--- config.mk ---
export PLATFORM = sky130hd
export DESIGN_NAME = rc5_key_expand_flat
export DESIGN_NICKNAME = d
export VERILOG_FILES = /design/src/rtl/rc5_key_expand_if.sv /design/src/rtl/rc5_key_expand.sv /design/src/flat_wrapper.sv
export SDC_FILE = /design/constraint.sdc
export NUM_CORES = 2
export LEC_CHECK = 0
export CORE_MARGIN = 5
export CORE_UTILIZATION = 30
export DETAILED_ROUTE_END_ITERATION = 8
export SYNTH_ARGS = -nofsm -noshare
export SYNTH_HDL_FRONTEND = slang
export SYNTH_SLANG_ARGS = --single-unit
--- constraint.sdc ---
create_clock -name clk -period 62.2 [get_ports clk]
set_input_delay 18.66 -clock clk [delete_from_list [all_inputs] [get_ports clk]]
set_output_delay 18.66 -clock clk [all_outputs]
set_load 0.01 [all_outputs]
--- src/rtl/rc5_key_expand_if.sv ---
// Bus between the RC5 key schedule and the decipher core.
// Carries the start/key load, the two S-table read ports and the ready flag.
interface rc5_key_expand_if #(
    parameter int W = 32,
    parameter int R = 12,
    parameter int B = 16
);
    localparam int T  = 2 * (R + 1);
    localparam int AW = $clog2(T);

    logic            start;
    logic [8*B-1:0]  key;
    logic [AW-1:0]   s_address1;
    logic [AW-1:0]   s_address2;
    logic [W-1:0]    s_sub_i1;
    logic [W-1:0]    s_sub_i2;
    logic            ready;

    modport master (
        output start, key, s_address1, s_address2,
        input  s_sub_i1, s_sub_i2, ready
    );

    modport slave (
        input  start, key, s_address1, s_address2,
        output s_sub_i1, s_sub_i2, ready
    );
endinterface

--- src/rtl/rc5_key_expand.sv ---
// RC5-W/R/B key schedule: expands the key into S[0..T-1] and serves two registered read ports.
// Optional macro RC5_KEY_CLEAR_EN adds a WIPE state that zeroes L[] and the latched key after MIX.
module rc5_key_expand #(
    parameter int             W       = 32,
    parameter int             R       = 12,
    parameter int             B       = 16,
    parameter logic [W-1:0]   P_CONST = 'hB7E15163,
    parameter logic [W-1:0]   Q_CONST = 'h9E3779B9
) (
    input  logic clk,
    input  logic rst,
    rc5_key_expand_if.slave bus
);
    localparam int T     = 2 * (R + 1);
    localparam int U     = W / 8;
    localparam int C     = (B == 0) ? 1 : (B + U - 1) / U;
    localparam int MAXTC = (T > C) ? T : C;
    localparam int M     = 3 * MAXTC;
    localparam int AW    = $clog2(T);
    localparam int JW    = (C > 1) ? $clog2(C) : 1;
    localparam int LW    = $clog2(W);
    localparam int CW    = $clog2(M + 1);
    localparam int KPW   = 8 * U * C;

    typedef enum logic [2:0] {
        IDLE, LOAD_L, INIT_S, MIX,
`ifdef RC5_KEY_CLEAR_EN
        WIPE,
`endif
        DONE
    } state_t;

    state_t          state, state_nxt;
    logic [W-1:0]    s_tab [T];
    logic [W-1:0]    l_tab [C];
    logic [8*B-1:0]  key_reg;
    logic [KPW-1:0]  key_pad;
    logic [W-1:0]    a_reg, b_reg;
    logic [AW-1:0]   i;
    logic [JW-1:0]   j;
    logic [CW-1:0]   cnt;

    logic            last_i, last_j, last_mix;
    logic [W-1:0]    a_new, b_new, sum_ab;

    function automatic logic [W-1:0] rotl(input logic [W-1:0] x, input logic [LW-1:0] n);
        logic [2*W-1:0] t;
        t = {x, x} << n;
        return t[2*W-1:W];
    endfunction

    // Bytes past the key length read as zero when the last L word is partial.
    assign key_pad  = KPW'(key_reg);
    assign last_i   = (i == AW'(T - 1));
    assign last_j   = (j == JW'(C - 1));
    assign last_mix = (cnt == CW'(M - 1));

    always_comb begin
        a_new  = rotl(s_tab[i] + a_reg + b_reg, LW'(3));
        sum_ab = a_new + b_reg;
        b_new  = rotl(l_tab[j] + sum_ab, sum_ab[LW-1:0]);
    end

    always_ff @(posedge clk or posedge rst) begin
        if (rst) state <= IDLE;
        else     state <= state_nxt;
    end

    always_comb begin
        state_nxt = state;
        case (state)
            IDLE, DONE: if (bus.start) state_nxt = LOAD_L;
            LOAD_L:     if (last_j)    state_nxt = INIT_S;
            INIT_S:     if (last_i)    state_nxt = MIX;
`ifdef RC5_KEY_CLEAR_EN
            MIX:        if (last_mix)  state_nxt = WIPE;
            WIPE:                      state_nxt = DONE;
`else
            MIX:        if (last_mix)  state_nxt = DONE;
`endif
            default:                   state_nxt = IDLE;
        endcase
    end

    always_ff @(posedge clk or posedge rst) begin
        if (rst) begin
            for (int n = 0; n < T; n++) s_tab[n] <= '0;
            for (int n = 0; n < C; n++) l_tab[n] <= '0;
            key_reg      <= '0;
            a_reg        <= '0;
            b_reg        <= '0;
            i            <= '0;
            j            <= '0;
            cnt          <= '0;
            bus.ready    <= 1'b0;
            bus.s_sub_i1 <= '0;
            bus.s_sub_i2 <= '0;
        end else begin
            // Ready tracks residency in DONE, so a restart from DONE drops it on the same edge.
            bus.ready    <= (state_nxt == DONE);
            bus.s_sub_i1 <= (int'(bus.s_address1) < T) ? s_tab[bus.s_address1] : '0;
            bus.s_sub_i2 <= (int'(bus.s_address2) < T) ? s_tab[bus.s_address2] : '0;

            case (state)
                IDLE, DONE: begin
                    if (bus.start) begin
                        key_reg <= bus.key;
                        i       <= '0;
                        j       <= '0;
                        cnt     <= '0;
                    end
                end
                LOAD_L: begin
                    l_tab[j] <= key_pad[W*int'(j) +: W];
                    j        <= last_j ? '0 : j + 1'b1;
                end
                INIT_S: begin
                    // a_reg carries S[i-1] here, then is cleared for the mix phase.
                    s_tab[i] <= (i == '0) ? P_CONST : a_reg + Q_CONST;
                    if (last_i) begin
                        a_reg <= '0;
                        b_reg <= '0;
                        i     <= '0;
                    end else begin
                        a_reg <= (i == '0) ? P_CONST : a_reg + Q_CONST;
                        i     <= i + 1'b1;
                    end
                end
                MIX: begin
                    s_tab[i] <= a_new;
                    l_tab[j] <= b_new;
                    a_reg    <= a_new;
                    b_reg    <= b_new;
                    i        <= last_i ? '0 : i + 1'b1;
                    j        <= last_j ? '0 : j + 1'b1;
                    cnt      <= cnt + 1'b1;
                end
`ifdef RC5_KEY_CLEAR_EN
                WIPE: begin
                    for (int n = 0; n < C; n++) l_tab[n] <= '0;
                    key_reg <= '0;
                end
`endif
                default: ;
            endcase
        end
    end
endmodule

--- src/flat_wrapper.sv ---
// flat-port wrapper written by rule: the top's interface ports become plain ports
module rc5_key_expand_flat 
#(
    parameter int             W       = 32,
    parameter int             R       = 12,
    parameter int             B       = 16,
    parameter logic [W-1:0]   P_CONST = 'hB7E15163,
    parameter logic [W-1:0]   Q_CONST = 'h9E3779B9
)
  (clk, rst, bus_start, bus_key, bus_s_address1, bus_s_address2, bus_s_sub_i1, bus_s_sub_i2, bus_ready);
  rc5_key_expand_if #(.W(W), .R(R), .B(B)) bus_i ();
  input  logic clk;
  input  logic rst;
  input wire logic [$bits(bus_i.start)-1:0] bus_start;
  input wire logic [$bits(bus_i.key)-1:0] bus_key;
  input wire logic [$bits(bus_i.s_address1)-1:0] bus_s_address1;
  input wire logic [$bits(bus_i.s_address2)-1:0] bus_s_address2;
  output wire logic [$bits(bus_i.s_sub_i1)-1:0] bus_s_sub_i1;
  output wire logic [$bits(bus_i.s_sub_i2)-1:0] bus_s_sub_i2;
  output wire logic [$bits(bus_i.ready)-1:0] bus_ready;
  assign bus_i.start = bus_start;
  assign bus_i.key = bus_key;
  assign bus_i.s_address1 = bus_s_address1;
  assign bus_i.s_address2 = bus_s_address2;
  assign bus_s_sub_i1 = bus_i.s_sub_i1;
  assign bus_s_sub_i2 = bus_i.s_sub_i2;
  assign bus_ready = bus_i.ready;
  rc5_key_expand #(.W(W), .R(R), .B(B), .P_CONST(P_CONST), .Q_CONST(Q_CONST)) u_core (.clk(clk), .rst(rst), .bus(bus_i));
endmodule
==> results.md <==
- Outcome: complete, no violations
- DRT Pass-1 Iters: 6
- Top FF cell, synth: dfrtp_1
- Chip width: 513 um
- Min Tclk post-route: 22.10 ns
- Routed WL: 291000 um
- GRT busiest layer: met2
- Max-Cap Viols: 0
- Layout area overhead: 13.2%
- Fmax: 0.0453 GHz
- Core footprint: 0.252 mm2
- Met3 usage: under 10%
- Initial antenna violation count: 11
- Hold_buf cts: 0
- First-pass GRT wire length: 429000 um
- Total CTS buffers: 135
- Met2 GRT Util: 32.3%
- Layout cell share with drive strength beyond 1: 15.7%
- CP Class: in -> reg
- Most common cell after layout, fill and taps aside: nand2_1
- Tot GR Track Use: ~21%
- Total gr overflow: 0
- Clk Latency, worst-skew pair: 0.81 ns
- CTS tree: done
- Critical Path Source Type: input pin
- Dpl ws: 39.25 ns
- Post-CTS Setup Inserts: 0
- Die Ht: between 500 and 600 um
- Cells after Synth: 7536
- Post-route ant nets: 0
- DRC violations left: 0
- Number of global-route vias before repair: 63000
- Wire length per cell: 26.8 um
- Hold depth: 2
- Slew @ Worst Pin: 1.38 ns
- Max-slew violations: 0
- Clk pin slew, worst setup/hold paths: 0.06 ns
- Syn nets: 7814
- Final setup violation count: 0
- Total vias in the final route: 64500
- H-tree levels: 4
- DR iter-0 viols: 8243
- CTS resizes: 0
- Post-Syn Area: 0.0759 mm2
- Std cell rows: roughly 180
- Worst Hold Class: reg -> reg
- IO Count: 206
- CTS Buffer Depth: 3
- FF-to-FF path depth: 42
- Synthesis Warnings: 0
- CP Data Required Time: around 63 ns
- Die area: 0.263 mm2
- Max reg flops: 832
- Via density: 5.94
- Yosys cell types: 88
- Largest net degree at the start of global routing: around 190
- Port buffer count: 205
- NumNets Final: ~7700
- CTS Root Cell: clkbuf_16
- Avg Cell Area, Syn: 10.1 um2
- Sink Count: 1234
- Flops & latches, synth: 1234
- Worst Setup Slack, final: about 40 ns
- Share of async-settable or async-resettable flops after synthesis: 100%
- Crit path arrival time: 22.74 ns
- Met1 usage: 28.9%
- Biggest register: u_core.s_tab
- Crit path capture type: flip-flop
- RSZ-0062 raised after global routing: no
- Post-synth EDFFs: 0
- Routability cong.: slightly above 0.9
- Starting Density: between 30% and 40%
- Rel. slew slack: 7.96%
- Register area share after synthesis: 40.7%
- Worst Clk Skew: 0.0794 ns
- Commonest cells after routing, fill and taps aside: nand2_1 (1505), dfrtp_1 (1227), o21ai_0 (931), mux4_2 (621), nor2_1 (459)
- Fin Setup TNS: 0 ns
- Final worst path period share: 35.5%
- Hpwl dp: approximately 190000 um
- Critical path peak fanout: 57
- Final hold vios: 0
-- kinds of logic after synthesis --
logic type	count (synthesis)	synth area share, %
adder cells (fa/ha/maj)	137	2.60
multiplexers	943	22.8
AO/OA/AOI/OAI	2071	16.7
AND/OR/NAND/NOR	2293	12.2
flip-flops	1234	40.7
buffers and inverters	749	3.73
XOR/XNOR	109	1.27
-- routing by layer --
layer / wire length (um) / up-vias / part of all wire (%)
met2: 127000 / 3888 / 44
met3: 33100 / 786 / 11
met4: 14100 / 8 / 4.8
met1: 117000 / 32400 / 40
li1: - / 27400 / -
met5: 53 / - / 0.018
-- worst paths after layout --
check	start	to	slack, ns
worst max-delay path	bus_s_address2[0]	u_core.bus.s_sub_i2[21]$_DFF_PP0_	40.10
worst min-delay path	u_core.key_pad[127]$_DFFE_PP0P_	u_core.key_pad[127]$_DFFE_PP0P_	0.47
worst max register to register	u_core.i[0]$_DFFE_PP0P_	u_core.l_tab[122]$_DFFE_PP0P_	45.94
worst min register to register	u_core.key_pad[127]$_DFFE_PP0P_	u_core.key_pad[127]$_DFFE_PP0P_	0.47
max in group asynchronous	rst	u_core.l_tab[88]$_DFFE_PP0P_	40.26
min in group asynchronous	rst	u_core.s_tab[367]$_DFFE_PP0P_	18.50
-- per-stage QoR --
stage               hold WS [ns]  instance area (um2)  utilization, %  cells
detailed placement         0.457                81300            32.3  10600
floorplan                  0.440                75900               -   7536
CTS                        0.472                85900            34.1  10800
global placement           0.453                81300            32.3  10600
global route               0.490                85900            34.1  10900
finish                     0.471                85900            34.1  10900
-- cells in the mapped netlist (12+ instances only) --
library cell | n | area share (%)
nand4_1 | 22 | 0.18
xnor2_1 | 72 | 0.83
inv_1 | 102 | 0.50
mux2i_1 | 255 | 3.4
nand3_1 | 77 | 0.51
o211ai_1 | 32 | 0.32
o21a_1 | 22 | 0.22
a31oi_1 | 64 | 0.53
nor2b_1 | 27 | 0.22
mux2_2 | 66 | 0.98
o31ai_1 | 41 | 0.41
or2_2 | 15 | 0.12
and3_1 | 18 | 0.15
buf_1 | 100 | 0.49
a221oi_1 | 26 | 0.30
a21o_1 | 55 | 0.54
a211o_1 | 14 | 0.16
a2bb2oi_1 | 34 | 0.39
o21ai_0 | 936 | 6.2
nor2_1 | 465 | 2.3
o221ai_1 | 98 | 1.1
a21oi_1 | 373 | 2.5
nor3_1 | 57 | 0.38
o22a_1 | 16 | 0.18
fa_1 | 34 | 0.90
clkbuf_1 | 535 | 2.6
ha_1 | 103 | 1.7
o22ai_1 | 66 | 0.54
xor2_1 | 36 | 0.42
nor4_1 | 14 | 0.12
a211oi_1 | 60 | 0.59
a22oi_1 | 95 | 0.94
nand2_1 | 1508 | 7.5
mux4_2 | 621 | 18
dfrtp_1 | 1234 | 41
and2_1 | 47 | 0.39
o21bai_1 | 12 | 0.12
-- final cells by class --
cell class              count  area (um2)
diodes                      3        7.51
well taps                3348        4190
multi-input cells        5553       42500
inverters                 106         408
clock buffers             203        3940
clock inverters            38         631
flip-flops and latches   1234       30900
fillers                 25100      166000
repair buffers            367        3350
-- worst max-delay path, cell delays in order --
cell and delay (ns):
buf_8 0.44, buf_4 0.71, buf_4 0.72, buf_4 0.81
mux4_2 0.60, mux4_2 0.47, nor2_1 0.10, a21oi_1 0.05
Power is not shown: default switching activity piles up to over one toggle a cycle in this logic, so the estimate is an artifact.
